File: src/rtl/board_tile_writer.sv
// Playfield tile store plus the erase/redraw sequencer for the falling piece.
// One cell write per frame_clk; the VGA side reads the array combinationally.
module board_tile_writer #(
    parameter int unsigned BOARD_W = 10,
    parameter int unsigned BOARD_H = 20,
    parameter int unsigned COLOR_W = 4
) (
    input  logic               frame_clk,
    input  logic               Reset,
    input  logic [27:0]        block_x_pos_i,
    input  logic [27:0]        block_y_pos_i,
    input  logic [COLOR_W-1:0] block_color_i,
    input  logic               piece_locked_i,
    input  logic [6:0]         rd_x_i,
    input  logic [6:0]         rd_y_i,
    output logic [COLOR_W-1:0] rd_color_o,
    output logic               busy_o,
    output logic               draw_done_o
);

    localparam int unsigned NumCells = BOARD_W * BOARD_H;
    localparam int unsigned AddrW    = $clog2(NumCells);

    localparam logic [1:0] StIdle  = 2'd0;
    localparam logic [1:0] StErase = 2'd1;
    localparam logic [1:0] StDraw  = 2'd2;

    // Coordinate lane i of a packed 4 x 7-bit block vector.
    function automatic logic [6:0] lane(input logic [27:0] v, input logic [1:0] i);
        return v[7*i +: 7];
    endfunction

    logic [1:0]         state_q, state_d;
    logic [1:0]         idx_q, idx_d;
    logic [27:0]        lx_q, lx_d, ly_q, ly_d;
    logic [COLOR_W-1:0] lc_q, lc_d;
    logic [27:0]        sx_q, sx_d, sy_q, sy_d;
    logic [COLOR_W-1:0] sc_q, sc_d;
    logic               valid_q, valid_d;
    logic               lock_pend_q, lock_pend_d;
    logic               draw_done_q, draw_done_d;

    logic [COLOR_W-1:0] cells_q [NumCells];

    logic               change;
    logic               wr_req;
    logic               wr_en;
    logic [6:0]         wr_x, wr_y;
    logic [COLOR_W-1:0] wr_data;
    logic [AddrW-1:0]   wr_addr;
    logic               rd_in_range;
    logic [AddrW-1:0]   rd_addr;

    assign change = !valid_q
                  || (block_x_pos_i != lx_q)
                  || (block_y_pos_i != ly_q)
                  || (block_color_i != lc_q);

    always_comb begin
        state_d     = state_q;
        idx_d       = idx_q;
        lx_d        = lx_q;
        ly_d        = ly_q;
        lc_d        = lc_q;
        sx_d        = sx_q;
        sy_d        = sy_q;
        sc_d        = sc_q;
        valid_d     = valid_q;
        lock_pend_d = lock_pend_q;
        draw_done_d = 1'b0;
        wr_req      = 1'b0;
        wr_x        = '0;
        wr_y        = '0;
        wr_data     = '0;

        // A lock seen while sequencing is remembered for the next capture.
        if (piece_locked_i && (state_q != StIdle)) begin
            lock_pend_d = 1'b1;
        end

        case (state_q)
            StIdle: begin
                if (change) begin
                    sx_d        = block_x_pos_i;
                    sy_d        = block_y_pos_i;
                    sc_d        = block_color_i;
                    idx_d       = 2'd0;
                    lock_pend_d = 1'b0;
                    // Never erase cells that belong to a locked piece.
                    state_d     = (!valid_q || lock_pend_q || piece_locked_i) ? StDraw : StErase;
                end else if (piece_locked_i) begin
                    lock_pend_d = 1'b1;
                end
            end
            StErase: begin
                wr_req  = 1'b1;
                wr_x    = lane(lx_q, idx_q);
                wr_y    = lane(ly_q, idx_q);
                wr_data = '0;
                idx_d   = idx_q + 2'd1;
                if (idx_q == 2'd3) begin
                    state_d = StDraw;
                end
            end
            StDraw: begin
                wr_req  = 1'b1;
                wr_x    = lane(sx_q, idx_q);
                wr_y    = lane(sy_q, idx_q);
                wr_data = sc_q;
                idx_d   = idx_q + 2'd1;
                if (idx_q == 2'd3) begin
                    lx_d        = sx_q;
                    ly_d        = sy_q;
                    lc_d        = sc_q;
                    valid_d     = 1'b1;
                    draw_done_d = 1'b1;
                    state_d     = StIdle;
                end
            end
            default: begin
                state_d = StIdle;
                idx_d   = 2'd0;
            end
        endcase
    end

    // Off-board coordinates still take their cycle but write nothing.
    assign wr_en   = wr_req && (wr_x < 7'(BOARD_W)) && (wr_y < 7'(BOARD_H));
    assign wr_addr = AddrW'(wr_y) * AddrW'(BOARD_W) + AddrW'(wr_x);

    always_ff @(posedge frame_clk or posedge Reset) begin
        if (Reset) begin
            state_q     <= StIdle;
            idx_q       <= 2'd0;
            lx_q        <= '0;
            ly_q        <= '0;
            lc_q        <= '0;
            sx_q        <= '0;
            sy_q        <= '0;
            sc_q        <= '0;
            valid_q     <= 1'b0;
            lock_pend_q <= 1'b0;
            draw_done_q <= 1'b0;
        end else begin
            state_q     <= state_d;
            idx_q       <= idx_d;
            lx_q        <= lx_d;
            ly_q        <= ly_d;
            lc_q        <= lc_d;
            sx_q        <= sx_d;
            sy_q        <= sy_d;
            sc_q        <= sc_d;
            valid_q     <= valid_d;
            lock_pend_q <= lock_pend_d;
            draw_done_q <= draw_done_d;
        end
    end

    always_ff @(posedge frame_clk or posedge Reset) begin
        if (Reset) begin
            for (int i = 0; i < int'(NumCells); i++) begin
                cells_q[i] <= '0;
            end
        end else if (wr_en) begin
            cells_q[wr_addr] <= wr_data;
        end
    end

    assign rd_in_range = (rd_x_i < 7'(BOARD_W)) && (rd_y_i < 7'(BOARD_H));
    assign rd_addr     = AddrW'(rd_y_i) * AddrW'(BOARD_W) + AddrW'(rd_x_i);
    assign rd_color_o  = rd_in_range ? cells_q[rd_addr] : '0;

    assign busy_o      = (state_q != StIdle);
    assign draw_done_o = draw_done_q;

endmodule
File: config.mk
export PLATFORM = sky130hd
export DESIGN_NAME = board_tile_writer
export DESIGN_NICKNAME = d
export VERILOG_FILES = /design/src/rtl/board_tile_writer.sv
export SDC_FILE = /design/constraint.sdc
export NUM_CORES = 2
export LEC_CHECK = 0
export CAP_MARGIN = 5
export CELL_PAD_IN_SITES_DETAIL_PLACEMENT = 0
export CELL_PAD_IN_SITES_GLOBAL_PLACEMENT = 2
export CORE_MARGIN = 2
export CORE_UTILIZATION = 43
export CTS_CLUSTER_SIZE = 40
export DETAILED_ROUTE_END_ITERATION = 12
export PLACE_DENSITY = 0.84
export SYNTH_ARGS = -nofsm -noshare
export SYNTH_HDL_FRONTEND = slang
export SYNTH_SLANG_ARGS = --single-unit
File: constraint.sdc
create_clock -name frame_clk -period 34.1 [get_ports frame_clk]
set_input_delay 6.82 -clock frame_clk [delete_from_list [all_inputs] [get_ports frame_clk]]
set_output_delay 6.82 -clock frame_clk [all_outputs]
set_load 0.01 [all_outputs]
Yosys cells after proc, flatten, opt, wreduce, memory -nomap -nowiden
Cells that the tools add are included.
{"block": "op_classes", "shifts": 4, "n_eq_ne": 9, "magnitude_cmp": 7, "n_reduce_logical": 17, "multipliers": 3, "n_mux": 24, "add_sub_neg": 3, "n_bitwise": 2}
{"cell": "800-bit bitwise mux", "count": 1}
{"cell": "28-bit by 6-bit indexed part select with 7-bit output", "count": 4}
{"cell": "28-bit inequality test", "count": 2}
{"cell": "4-bit binary-select mux with 8-bit select", "count": 1}
{"cell": "4-bit demux with 8-bit select", "count": 1}
{"cell": "7-bit one-hot mux with 2 select lines", "count": 2}
{"cell": "4-bit 2-to-1 mux", "count": 5}
{"cell": "9-bit >= comparator, second input constant", "count": 2}
{"cell": "8-bit NOT with 9-bit output", "count": 2}
{"cell": "8-bit by 7-bit adder with 8-bit output", "count": 2}
{"cell": "7-bit by 4-bit < comparator with 1-bit output, second input constant", "count": 2}
{"cell": "7-bit by 5-bit < comparator with 1-bit output, second input constant", "count": 2}
{"cell": "7-bit by 3-bit multiplier with 7-bit output, second input constant", "count": 2}
{"cell": "2-bit 2-to-1 mux", "count": 5}
{"cell": "9-bit by 1-bit < comparator with 1-bit output, second input constant", "count": 1}
{"cell": "1-bit 2-to-1 mux", "count": 7}
{"cell": "2-bit inequality test, second input constant", "count": 3}
{"cell": "2-bit one-hot mux with 3 select lines", "count": 1}
{"cell": "1-bit logical AND", "count": 5}
{"cell": "1-bit logical OR", "count": 5}
{"cell": "3-bit by 2-bit multiplier with 5-bit output, first input constant", "count": 1}
{"cell": "2-bit == test, second input constant", "count": 2}
{"cell": "4-bit inequality test", "count": 1}
{"cell": "2-bit one-hot mux with 2 select lines", "count": 1}
{"cell": "8 further kinds", "count": 9}
{"block": "word_totals", "elab_cells": 280, "in_bits": 77, "regBits": 927}

Depth between registers and ports, before layout
{"block": "depth", "ltp_word": 11, "depth_mapped": 23, "ltp_nobuf": 18}

Worst setup path before layout
No wires, ideal clock.
{"block": "synth_path", "path_kind": "input to output", "from": "input port rd_y_i[1]", "to": "output port rd_color_o[1]", "stages": 12, "required_ns": 27.280, "t_arrival_ns": 10.106, "path_slack_ns": 17.174, "path_cell_list": "ha_1 > ha_1 > fa_1 > xor2_1 > ha_1 > nand2b_1 > o311ai_1 > clkbuf_1 > nand4_1 > nor2_1 > o21ai_0 > a22oi_1"}
{"block": "synth_via", "elab_chain_len": 7}
{"item": "start: declaration", "line": "15", "source": "input logic [6:0] rd_y_i,"}
{"item": "7-bit by 3-bit multiplier with 7-bit output", "line": "170", "source": "assign rd_addr = AddrW'(rd_y_i) * AddrW'(BOARD_W) + AddrW'(rd_x_i);"}
{"item": "8-bit by 7-bit adder with 8-bit output", "line": "170"}
{"item": "8-bit NOT with 9-bit output (implied by the code)", "line": "171", "source": "assign rd_color_o = rd_in_range ? cells_q[rd_addr] : '0;"}
{"item": "4-bit binary-select mux with 8-bit select", "line": "171"}
{"item": "4-bit 2-to-1 mux (implied by the code) (2 in a row)", "line": "171"}
{"item": "4-bit 2-to-1 mux (*)", "line": "171"}
{"item": "end: declaration", "line": "16", "source": "output logic [COLOR_W-1:0] rd_color_o,"}
Every way passes the cells marked *; elsewhere a longest branch is shown, timed or not. The select of a mux whose other input is x is not followed.

Final worst setup path
{"block": "layout_path", "from": "input port rd_x_i[1]", "to": "output port rd_color_o[1]"}
{"block": "layout_via", "elab_chain_len": 6}
{"item": "start: declaration", "line": "14", "source": "input logic [6:0] rd_x_i,"}
{"item": "8-bit by 7-bit adder with 8-bit output", "line": "170"}
{"item": "8-bit NOT with 9-bit output (implied by the code)", "line": "171"}
{"item": "4-bit binary-select mux with 8-bit select", "line": "171"}
{"item": "4-bit 2-to-1 mux (implied by the code) (2 in a row)", "line": "171"}
{"item": "4-bit 2-to-1 mux (*)", "line": "171"}
Marks and branches as above.

==> impl_results.md <==
- Die area: 0.112 mm²
- Worst skew pair latency: 690 ps
- Max Cap Viol: 0
- Ys Warns: 0
- Slowest stage cell on the critical path: fa_4
- Synth cell types: 68
- Max VDD drop: 0.281 mV
- Antenna Nets Post-Route: 0
- CP delay by family, top: buffers and inverters
- Syn Nets: 3087
- Final hold slack: 486 ps
- Tcrit/Tclk final: 59.0%
- CTS Hold Bufs: 0
- Area Overhead vs Synth: 11.4%
- Post-synthesis register bit count: 927
- Status: finished, final reports clean
- Starting Density: 43.3%
- Routed length per instance: 26.3 µm
- CP endpoint kind: output port
- Critical path launch point type: input port
- # setup viols final: 0
- Mapped Avg Cell Area: 15.8 µm²
- IO buf count: 82
- Clock Tree Buf Depth: 3
- F_max: 49.7 MHz
- Largest net degree at the start of global routing: 154
- Final worst slack: 14000 ps
- Slowest cell delay on critical path: 1430 ps
- TritonCTS Sinks: 927
- Core Area: 0.109 mm²
- Initial DRT Pass Iterations: 5
- Hold Vio Cnt, Final: 0
- Via-to-Cell Ratio: 5.88
- Clock skew: 41.8 ps
- Slew HR: 15.6%
- Worst Path Buf+Inv: 4
- Leakage: 24.3 nW
- Crit-path cells: clkdlybuf4s50_1 > ha_4 > fa_4 > buf_4 > buf_4 > mux4_2 > mux4_2 > and2_1 > o311ai_0 > a22oi_1 > clkdlybuf4s50_1
- Root Buffer: clkbuf_16
- Dpl hpwl: 75500 µm
- Setup Buffers After CTS: 0
- Post-Syn Area: 0.0471 mm²
- Post-synth EDFFs: 0
- Cts bufs inserted: 99
- GRT Residual Overflow: 0
- CTS tree: yes
- Nets@finish: 3099
- Overall routing resource usage: 21.4%
- Layout cell share with drive strength beyond 1: 48.5%
- Synth Flop Type: dfrtp_1
- Place WS: 14170 ps
- Routed wire length: 118000 µm
- Antenna diode count: 0
- Site Rows: 121
- Initial DRC count: 1579
- Worst-margin pin slew: 1260 ps
- WP data arrival: 13280 ps
- Synth Instances: 2976
- Die width: 335 µm
- CP Class: input port to output port
- Register area share after synthesis: 49.3%
- Initial antenna violation count: 0
- PD cells: 97.5 mW/mm²
- Ports: 83
- Vias in the first global route: 28400
- First-pass GRT wire length: 184000 µm
- Clock Pin Slew Worst Setup and Hold Paths: 60 ps
- Asr flop ratio synth: 100%
- H-tree depth: 3
- Total Power: 5.11 mW
- DR DRC count: 0
- CP max FO: 64
- Setup TNS: 0 ps
- DR vias: 26300
- # resized after CTS: 0
- Gpl congestion: 0.801
- RSZ-0062 raised after global routing: false
- Worst endpoint required time: 27280 ps
- Max-slew violations: 0
- Worst Hold Class: flop to flop
- Die height: 335 µm
- Final min period: 20100 ps
==> metrics by stage <==
stage / cells / area (µm²) / utilization (%)
6_report: 4476 / 52500 / 48.3
5_1_grt: 4476 / 52500 / 48.3
4_1_cts: 4476 / 52500 / 48.3
3_5_place_dp: 4301 / 49200 / 45.3
3_3_place_gp: 4301 / 49200 / 45.3
2_1_floorplan: 2976 / 47100 / -
==> power by group <==
part           switching, mW  total, mW  internal, mW
Combinational           1.89       2.59         0.702
Sequential             0.137       1.45          1.31
Clock                  0.452       1.07         0.620
Total                   2.48       5.11          2.64
==> metal layers <==
layer,vias up,global-route usage [%],share of wire [%]
met5,-,0,0
met4,0,6.36,2.6
met3,157,3.45,4.3
met2,532,34.5,49
met1,14400,29.9,44
li1,11300,-,-
==> worst paths after layout <==
check	from	to	slack [ps]	depth (start not counted)
max	rd_x_i[1]	rd_color_o[1]	14000	11
min	cells_q[565]	cells_q[565]	490	1
max reg2reg	state_q[0]	cells_q[395]	26880	17
min reg2reg	cells_q[565]	cells_q[565]	490	1
max in group asynchronous	Reset	cells_q[650]	22500	7
min in group asynchronous	Reset	sx_q[17]	6790	2
==> cells in the mapped netlist, drive strengths merged (5+ instances only) <==
cell type / n / area [µm²]
dfrtp: 927 / 23200
mux2: 915 / 11100
mux4: 263 / 5920
nand3: 208 / 2390
clkbuf: 141 / 529
buf: 96 / 583
mux2i: 52 / 521
nand2: 39 / 146
xor2: 35 / 307
ha: 30 / 375
xnor2: 30 / 263
nor2: 27 / 101
inv: 26 / 97.6
nor4: 21 / 234
o21ai: 19 / 95.1
a211oi: 17 / 128
nor2b: 17 / 106
nor3: 16 / 170
a21oi: 12 / 60.1
nand4: 9 / 56.3
and2: 8 / 50.1
nand2b: 5 / 31.3
o22ai: 5 / 31.3
==> area by class of cell <==
cell class | instances | area (µm²)
Fill cell | 9074 | 56300
Inverter | 28 | 113
Clock inverter | 26 | 267
Sequential cell | 927 | 23200
Clock buffer | 149 | 2960
Timing Repair Buffer | 148 | 1320
Multi-Input combinational cell | 1784 | 22800
Tap cell | 1414 | 1770
==> layout by cell type, fill, tap and decap left out, types with 28 or more instances in the layout <==
cell type / Yosys / routed
buf_4: 7 / 66
clkbuf_16: 0 / 102
clkdlybuf4s50_1: 0 / 81
dfrtp_1: 927 / 927
ha_1: 30 / 28
mux2_1: 75 / 75
mux2_2: 619 / 619
mux2_4: 221 / 221
mux2i_1: 52 / 52
mux4_2: 263 / 263
nand2_1: 39 / 38
nand3_1: 89 / 89
nand3_4: 100 / 100
xnor2_1: 30 / 28
xor2_1: 35 / 34
==> cells by family after synthesis <==
group	count (synthesis)	share of synthesized area, %
AOI/OAI and AO/OA	92	1.41
xor gates and xnor gates	67	1.30
adders and majority gates	34	0.967
buffers and inverters	265	2.59
DFF	927	49.3
muxes	1230	37.3
and+or+nand+nor	361	7.15
==> flip-flops by register name, indices dropped and copies added (netlist names) <==
register,cells
lx_q,28
lock_pend_q,1
sx_q,28
valid_q,1
cells_q,800
draw_done_o,1
sy_q,28
lc_q,4
ly_q,28
sc_q,4
idx_q,2
state_q,2
(Power assumes the default switching activity.)
